### config.mk
export PLATFORM = sky130hd
export DESIGN_NAME = multi_input_conditioner
export DESIGN_NICKNAME = d
export VERILOG_FILES = /design/src/rtl/multi_input_conditioner.sv
export SDC_FILE = /design/constraint.sdc
export NUM_CORES = 1
export LEC_CHECK = 0
export ABC_AREA = 1
export CELL_PAD_IN_SITES_DETAIL_PLACEMENT = 1
export CELL_PAD_IN_SITES_GLOBAL_PLACEMENT = 1
export CORE_MARGIN = 3
export CORE_UTILIZATION = 31
export CTS_CLUSTER_DIAMETER = 50
export DETAILED_ROUTE_END_ITERATION = 10
export PLACE_DENSITY_LB_ADDON = 0.1
export SYNTH_ARGS = -nofsm -noshare
export SYNTH_HDL_FRONTEND = slang
export SYNTH_SLANG_ARGS = --single-unit
### constraint.sdc
create_clock -name clk -period 1.1 [get_ports clk]
set_input_delay 0.22 -clock clk [delete_from_list [all_inputs] [get_ports clk]]
set_output_delay 0.22 -clock clk [all_outputs]
set_load 0.02 [all_outputs]
### src/rtl/multi_input_conditioner.sv
// Per-channel synchronizer, stability debouncer and edge/event flags for raw asynchronous inputs.
// A new level is accepted only after sync_out disagrees with conditioned for WAIT_CYCLES consecutive edges.
module multi_input_conditioner #(
    parameter int                  CHANNELS    = 4,
    parameter int                  SYNC_STAGES = 2,
    parameter int                  WAIT_CYCLES = 3,
    parameter logic [CHANNELS-1:0] RESET_LEVEL = '0
) (
    input  logic                clk,
    input  logic                reset_n,
    input  logic [CHANNELS-1:0] noisysignal,
    output logic [CHANNELS-1:0] conditioned,
    output logic [CHANNELS-1:0] positiveedge,
    output logic [CHANNELS-1:0] negativeedge,
    output logic [CHANNELS-1:0] event_pending,
    input  logic [CHANNELS-1:0] event_clear
);

    localparam int              CNT_W  = $clog2(WAIT_CYCLES) + 1;
    localparam logic [CNT_W-1:0] CNT_TC = CNT_W'(WAIT_CYCLES - 1);

    logic [SYNC_STAGES-1:0][CHANNELS-1:0] sync_q;
    logic [CHANNELS-1:0]                  sync_out;
    logic [CNT_W-1:0]                     cnt [CHANNELS];
    logic [CHANNELS-1:0]                  differ;
    logic [CHANNELS-1:0]                  at_tc;
    logic [CHANNELS-1:0]                  accept;

    // Stage 0 captures the raw input; the top stage is the only one the debouncer looks at.
    always_ff @(posedge clk or negedge reset_n) begin
        if (!reset_n) begin
            sync_q <= {SYNC_STAGES{RESET_LEVEL}};
        end else begin
            sync_q <= {sync_q[SYNC_STAGES-2:0], noisysignal};
        end
    end

    assign sync_out = sync_q[SYNC_STAGES-1];
    assign differ   = sync_out ^ conditioned;

    always_comb begin
        at_tc = '0;
        for (int i = 0; i < CHANNELS; i++) begin
            at_tc[i] = (cnt[i] == CNT_TC);
        end
    end

    assign accept = differ & at_tc;

    // Pulses are registered alongside conditioned so they coincide with the first cycle of the new level.
    always_ff @(posedge clk or negedge reset_n) begin
        if (!reset_n) begin
            conditioned   <= RESET_LEVEL;
            positiveedge  <= '0;
            negativeedge  <= '0;
            event_pending <= '0;
            for (int i = 0; i < CHANNELS; i++) begin
                cnt[i] <= '0;
            end
        end else begin
            conditioned   <= (conditioned & ~accept) | (sync_out & accept);
            positiveedge  <= accept & sync_out;
            negativeedge  <= accept & ~sync_out;
            event_pending <= accept | (event_pending & ~event_clear);
            for (int i = 0; i < CHANNELS; i++) begin
                cnt[i] <= (differ[i] && !at_tc[i]) ? cnt[i] + 1'b1 : '0;
            end
        end
    end

endmodule

Word-level counts from Yosys, hierarchy flattened
Cells that the tools add are included.

operators by class
  eq/ne operators = 4
  divide/modulo/power cells = 0
  bitwise logic cells = 11
  reduce and logical (&&, ||, !) cells = 8
  mux-type cells = 4
  shift operators = 0
  $mul = 0
  $add $sub $neg = 4
  order comparisons = 0

operators with widths
  kind                                                              count
  4-bit bitwise AND                                                 5
  3-bit by 1-bit adder with 3-bit output (second input constant)    4
  3-bit by 2-bit == test with 1-bit output (second input constant)  4
  3-bit 2-to-1 mux                                                  4
  4-bit inverter                                                    3
  4-bit OR                                                          2
  1-bit logical AND                                                 4
  1-bit zero test                                                   4
  4-bit XOR                                                         1

word-level totals
  memories kept = 0
  register bits after elaboration = 36
  memory bits (writable) = 0
  bits in latches = 0
  ROM bits = 0
  output and inout port bits = 16
  input port bits = 10
  logic and storage cells = 41

Longest topological paths before layout
Gate-level depths: netlist of the first run.

  word-level depth = 5
  gate-level depth with buffers = 6
  mapped depth without buffers = 6

Least setup slack after synthesis of the first run
Ideal clock, no wire load.

  path type = flip-flop to flip-flop
  from = register cnt[9] (netlist bit)
  to = register event_pending[0]
  setup time = 0.116 ns
  required time = 0.984 ns
  path slack = 0.170 ns
  path buffers = 0
  data arrival time = 0.814 ns
  period minus slack after synthesis = 0.930 ns
  cell stages (with the launch flop) = 7
  cell sequence = dfrtp_1 > inv_1 > ha_1 > nand2_4 > inv_1 > nand2_1 > nand2_1

on the way
  longest elaborated chain between the ends = 3

ends and longest elaborated chain
  item                                      line  source
  start: declaration                        24    logic [CNT_W-1:0] cnt [CHANNELS];
  start signal: indexed assignment          66    cnt[i] <= (differ[i] && !at_tc[i]) ? cnt[i] + 1'b1 : '0;
  3-bit by 2-bit == test with 1-bit output  44    at_tc[i] = (cnt[i] == CNT_TC);
  4-bit bitwise AND                         48    assign accept = differ & at_tc;
  4-bit OR                                  64    event_pending <= accept | (event_pending & ~event_clear);
  end signal: assignment                    64
  end: declaration                          15    output logic [CHANNELS-1:0] event_pending,

Every way passes these cells.

Worst setup path in the final report of the first run
  from = register event_pending[3]
  to = output event_pending[3]

No word-level cell between the ends.

==> results.cfg, run 1 <==
[status]
run_status = complete, no violations

[die]
fp.dieArea_um2 = 5400
io_count = 26
dieHeight_um = 73.5
start_util_pct = 33.6
row_count = 23
dieWidth_um = 73.5
coreArea_um2 = 4200

[setup_path]
critPathMaxStageDelay_ns = 0.38
worst_setup_path_start_kind = register
timing.critical_path.buf_inv = 1
end_kind = primary output
critical_path.slowest_cell = dfrtp_1
critPathMaxFanout = 2
path_class = register to primary output
crit_chain = buf_2
timing.critical_path.max_delay_family = flip-flops
critPathArrivalTime_ns = 0.83
worst_ep_required_ns = 0.88

[clocking]
clock_tree.buffer_depth = 2
clock_insertion_delay_worst_skew_ns = 0.29
postCtsSetupRepairBufs = 0
tritoncts.num_buffers = 5
maximum_level_of_the_cts_h_tree = 2
clock-sinks = 36
cts.root.buffer_cell = clkbuf_8
reg_clk_slew_reported_paths_ns = 0.07
tritoncts = built

[final_layout]
multi_input_area_um2 = 420
layout-area-overhead-vs-synth_pct = 26.3
stdcell_area_um2 = 1780
layout.area.seq_um2 = 901
fillerInstances = 494
num-nets-final = 188
antennaDiodeCount = 0
fraction_of_layout_instances_using_a_drive_strength_above_1_pct = 27.6

[synthesis]
mappedNetlistArea_um2 = 1410
ys_seq_elements = 36
yosys.area.top_type_share_pct = 63.8
post_synth_num_cell_types = 10
syn_avg_cell_area_um2 = 10.7
post-synth-top-count-cell = dfrtp_1
synth.top_cells.by_count = dfrtp_1, nand2_1, nor2_1, inv_1, nand2_2
dominantRegCellSynth = dfrtp_1
number_of_flops_mapped_to_enable_cells_by_yosys = 0
synth.top_cells.by_area = dfrtp_1, ha_1, nand2_1
postSynth.asyncResetShare_pct = 100
mappedNetlistNets = 150
yosys.area.top_type = dfrtp_1
yosysWarningCount = 0
yosysSeqAreaShare_pct = 63.8
synthesis.instances = 132

[placement]
gp_congestion = 0.698
dp_worst_setup_slack_ns = -0.0729
post_dp_cell_area_um2 = 1770
port_buffers = 25
hpwl_um = 1830

[flow_run]
cap_violations = 0

[drt]
antenna_left = 0
vias_per_cell = 4.26
drt_first_pass_iters = 2
wire_per_inst_um = 11.2
overall_via_count_from_detail_route = 937
drcViolationCount = 0
drt_first_iter_violations = 51
totalWireLength_um = 2460

[timing]
timing.final.max_slew_violations = 0
setup-violations-final = 0
timing_worst_slew_pin_value_ns = 0.198
finalHoldViolCount = 0
period_needed_ns = 1.05
clock_skew_ns = 0.00391
slew_headroom_pct = 86.8
fin_crit_sh_pct = 95.2
rsz_0062_raised_after_global_routing = no
max_freq_mhz = 955
post-route-worst-setup-slack_ns = 0.0530

[min_path]
worstHoldPathType = register to register

[global_routing]
grt_pass1_vias = 978
grt.overflow.total = 0
grt_antenna_before_repair = 0
grt_pass1_wl_um = 4240
all_layer_gr_usage_pct = 10.8
grt_max_degree = 37

[power_and_ir_drop]
power.density_cell_area_nw_per_um2 = 2310
total_leakage_power_nw = 0.984
vdd.ir_drop.worst_mv = 0.910
-- metrics by stage --
stage | total power, mW | hold slack [ns] | setup TNS [ns] | std cells | utilization [%]
2_1_floorplan | 2.78 | -0.0756 | 0 | 132 | -
3_3_place_gp | 3.33 | 0.196 | -0.542 | 212 | 42.1
3_5_place_dp | 3.43 | 0.202 | -0.698 | 212 | 42.1
4_1_cts | 4.20 | 0.347 | 0 | 220 | 42.3
5_1_grt | 4.47 | 0.357 | 0 | 220 | 42.4
6_report | 4.12 | 0.346 | 0 | 220 | 42.4
-- cell families (layout without fill, tap and decap cells) --
family / after synthesis / in the layout / synth area share (%)
and+or+nand+nor: 56 / 56 / 18.8
DFF: 36 / 36 / 63.8
buffers and inverters: 24 / 62 / 6.38
adders and majority gates: 8 / 8 / 7.09
AOI/OAI and AO/OA: 4 / 4 / 1.42
xor gates and xnor gates: 4 / 4 / 2.48
-- where the power goes --
part	internal [mW]	total, mW	switching (mW)
clock network	0.430	0.867	0.437
registers	1.64	1.82	0.182
logic	0.586	1.43	0.848
total	2.65	4.12	1.47
-- routing by layer --
layer,GRT usage (%),vias to the layer above,part of all wire [%]
li1,-,457,-
met1,11.7,453,41
met2,16.8,22,48
met3,6.16,5,7.8
met4,5.43,0,2.4
met5,0,-,0
-- cell type report --
| type | instances | area share (%) |
|---|---|---|
| Sequential cell | 36 | 50.5 |
| Multi-Input combinational cell | 72 | 23.6 |
| Timing Repair Buffer | 31 | 13.0 |
| Inverter | 24 | 5.05 |
| Clock buffer | 6 | 4.07 |
| Tap cell | 50 | 3.51 |
| Clock inverter | 1 | 0.281 |
-- cell usage in the layout, fill, tap and decap left out --
cell type        instances
dfrtp_1                 36
nand2_1                 22
nor2_1                  20
inv_1                   19
buf_2                   16
nand2_2                 10
ha_1                     8
clkdlybuf4s50_1          8
inv_2                    5
clkbuf_8                 5
nand2_4                  4
xnor2_1                  4
o21ai_1                  4
buf_4                    4
clkbuf_1                 1
clkinv_2                 1
dlygate4sd3_1            1
buf_6                    1
buf_12                   1
-- what timing repair did --
action,4_1_cts,5_1_grt
hold endpoints to repair,36,0
resized for setup,64,2
hold buffers,1,0
pin swaps,0,0
endpoints found under the setup margin,16,1
cloned,0,0
-- final timing paths --
path | start | endpoint | slack (ns) | depth (start not counted)
min in group asynchronous | reset_n | event_pending[3] | 0.42 | 3
worst min register to register | sync_q[3] | sync_out[3] | 0.35 | 0
worst max-delay path | event_pending[3] | event_pending[3] | 0.05 | 1
worst max register to register | cnt[0] | event_pending[3] | 0.09 | 6
worst min-delay path | sync_q[3] | sync_out[3] | 0.35 | 0
max in group asynchronous | reset_n | event_pending[1] | 0.49 | 3
Power figures use the tool's default switching activity.
==> run 2, diff against run 1 <==
==> constraint.sdc (replaced) <==
create_clock -name clk -period 1 [get_ports clk]
set_input_delay 0.2 -clock clk [delete_from_list [all_inputs] [get_ports clk]]
set_output_delay 0.2 -clock clk [all_outputs]
set_load 0.02 [all_outputs]
==> run 2 against run 1 <==
Effect of this change: the run now ends with negative setup slack left; via count grew 1.9%; first-iteration DRC count fell by 88%; sequential cell count unchanged; combinational power rose by 38%; die area unchanged; sequential power increased by 12%; critical path type unchanged; global-route usage rose by 0.16 points; clock power up 9.0%; utilization grew 3.8 points; non-clock buffer count is 3 higher; power grew 20%; highest routed layer unchanged.
==> results.cfg, run 2 (same netlist as run 1, synthesis figures left out) <==
[status]
run_status = finished with violations
violations = negative setup slack

[final_layout]
fillerInstances = 471
stdcell_area_um2 = 1940
layout-area-overhead-vs-synth_pct = 37.8
layout_common_cells = dfrtp_1, nor2_1, nand2_1, buf_6, inv_1
num-nets-final = 191
most_frequent_standard_cell_in_the_layout_excluding_fill_and_tap_cells = dfrtp_1
antennaDiodeCount = 0
final_util_pct = 46.3
fraction_of_layout_instances_using_a_drive_strength_above_1_pct = 38.7

[drt]
drt_first_iter_violations = 6
vias_per_cell = 4.28
antenna_left = 0
totalWireLength_um = 2560
wire_per_inst_um = 11.5
drt_first_pass_iters = 2
overall_via_count_from_detail_route = 955
drcViolationCount = 0

[global_routing]
grt.overflow.total = 0
grt_pass1_vias = 1021
grt_max_degree = 37
grt_antenna_before_repair = 0
grt_pass1_wl_um = 4350
all_layer_gr_usage_pct = 11.0

[setup_path]
worst_setup_path_start_kind = register
crit_chain = buf_6
worst_ep_required_ns = 0.80
timing.critical_path.buf_inv = 1
path_class = register to primary output
critPathArrivalTime_ns = 0.81
timing.rr.start = cnt[9]
timing.critical_path.max_delay_family = flip-flops
critPathMaxFanout = 2
critical_path.slowest_cell = dfrtp_1
critPathMaxStageDelay_ns = 0.39
end_kind = primary output

[clocking]
cts.root.buffer_cell = clkbuf_8
clock_tree.buffer_depth = 2
clock_insertion_delay_worst_skew_ns = 0.28
tritoncts = built
clock-sinks = 36
reg_clk_slew_reported_paths_ns = 0.07
tritoncts.num_buffers = 5
maximum_level_of_the_cts_h_tree = 2

[timing]
post-route-worst-setup-slack_ns = -0.0128
rsz_0062_raised_after_global_routing = yes
period_needed_ns = 1.01
slew_headroom_pct = 87.1
clock_skew_ns = 0.00372
max_freq_mhz = 987
finalHoldViolCount = 0
timing.final.max_slew_violations = 0
timing.setup.tns_ns = -0.0640
setup-violations-final = 8
fin_crit_sh_pct = 101
final.hold.worst_slack_ns = 0.344
timing_worst_slew_pin_value_ns = 0.194

[die]
dieHeight_um = 73.5
io_count = 26
dieWidth_um = 73.5
coreArea_um2 = 4200
row_count = 23
fp.dieArea_um2 = 5400
start_util_pct = 33.6

[placement]
hpwl_um = 1880
post_dp_cell_area_um2 = 1770
gp_congestion = 0.689
port_buffers = 25
dp_worst_setup_slack_ns = -0.138

[min_path]
worstHoldPathType = register to register
holdCritStartpoint = sync_q[3]

[power_and_ir_drop]
power.density_cell_area_nw_per_um2 = 2550
vdd.ir_drop.worst_mv = 1.15
total_leakage_power_nw = 1.01

[flow_run]
cap_violations = 0
run 2: cell count changes in the layout (fill, tap and decap cells not counted), moves of 3 or more:
| cell | delta |
|---|---|
| ha_2 | +4 |
| nand2_1 | -6 |
| inv_1 | -4 |
| nand2_2 | +4 |
| ha_1 | -4 |
| inv_2 | +4 |
| buf_4 | +3 |
| buf_6 | +15 |
| buf_2 | -15 |
run 2: final cells by class:
class	instances	area, um2	area share (%)
multi-input cells	72	465	23.9
clock inverters	1	5.00	0.257
inverters	24	90.1	4.63
repair buffers	34	348	17.9
flip-flops and latches	36	901	46.3
clock buffers	6	72.6	3.73
well taps	50	62.6	3.22
run 2: metrics by stage:
stage          total power [mW]  instances
2_1_floorplan              3.06        132
3_3_place_gp               3.67        212
5_1_grt                    5.36        223
3_5_place_dp               3.78        212
4_1_cts                    4.84        220
6_report                   4.95        223
run 2: timing repair:
| action | 4_1_cts | 5_1_grt |
|---|---|---|
| endpoints found under the setup margin | 22 | 35 |
| resized for setup | 100 | 15 |
| hold endpoints to repair | 36 | 0 |
| hold buffers | 1 | 0 |
| pin swaps | 3 | 7 |
| buffers inserted | 0 | 3 |
run 2: worst paths after layout:
check,endpoint,slack [ns],depth (start not counted)
max,conditioned[1],-0.01,1
min,sync_out[3],0.34,0
max reg2reg,event_pending[0],0.01,6
min reg2reg,sync_out[3],0.34,0
max in group asynchronous,sync_q[3],0.41,3
min in group asynchronous,event_pending[2],0.41,3
run 2: per-layer routing:
metal | GRT usage (%) | vias up | part of all wire [%]
li1 | - | 463 | -
met1 | 10.8 | 464 | 40
met2 | 18.7 | 21 | 51
met3 | 5.75 | 7 | 7.0
met4 | 5.43 | 0 | 2.1
met5 | 0 | - | 0
run 2: report_power, final:
group	internal, mW	switching, mW
clock network	0.473	0.472
logic	0.924	1.04
registers	1.80	0.236
total	3.20	1.75
==> run 3, diff against run 2 <==
--- a/config.mk
+++ b/config.mk
@@ -10,7 +10,6 @@
 export CELL_PAD_IN_SITES_GLOBAL_PLACEMENT = 1
 export CORE_MARGIN = 3
 export CORE_UTILIZATION = 31
-export CTS_CLUSTER_DIAMETER = 50
 export DETAILED_ROUTE_END_ITERATION = 10
 export PLACE_DENSITY_LB_ADDON = 0.1
 export SYNTH_ARGS = -nofsm -noshare
==> results of run 3 <==
Same layout as run 2: the final DEF is identical, and so are final timing and power.
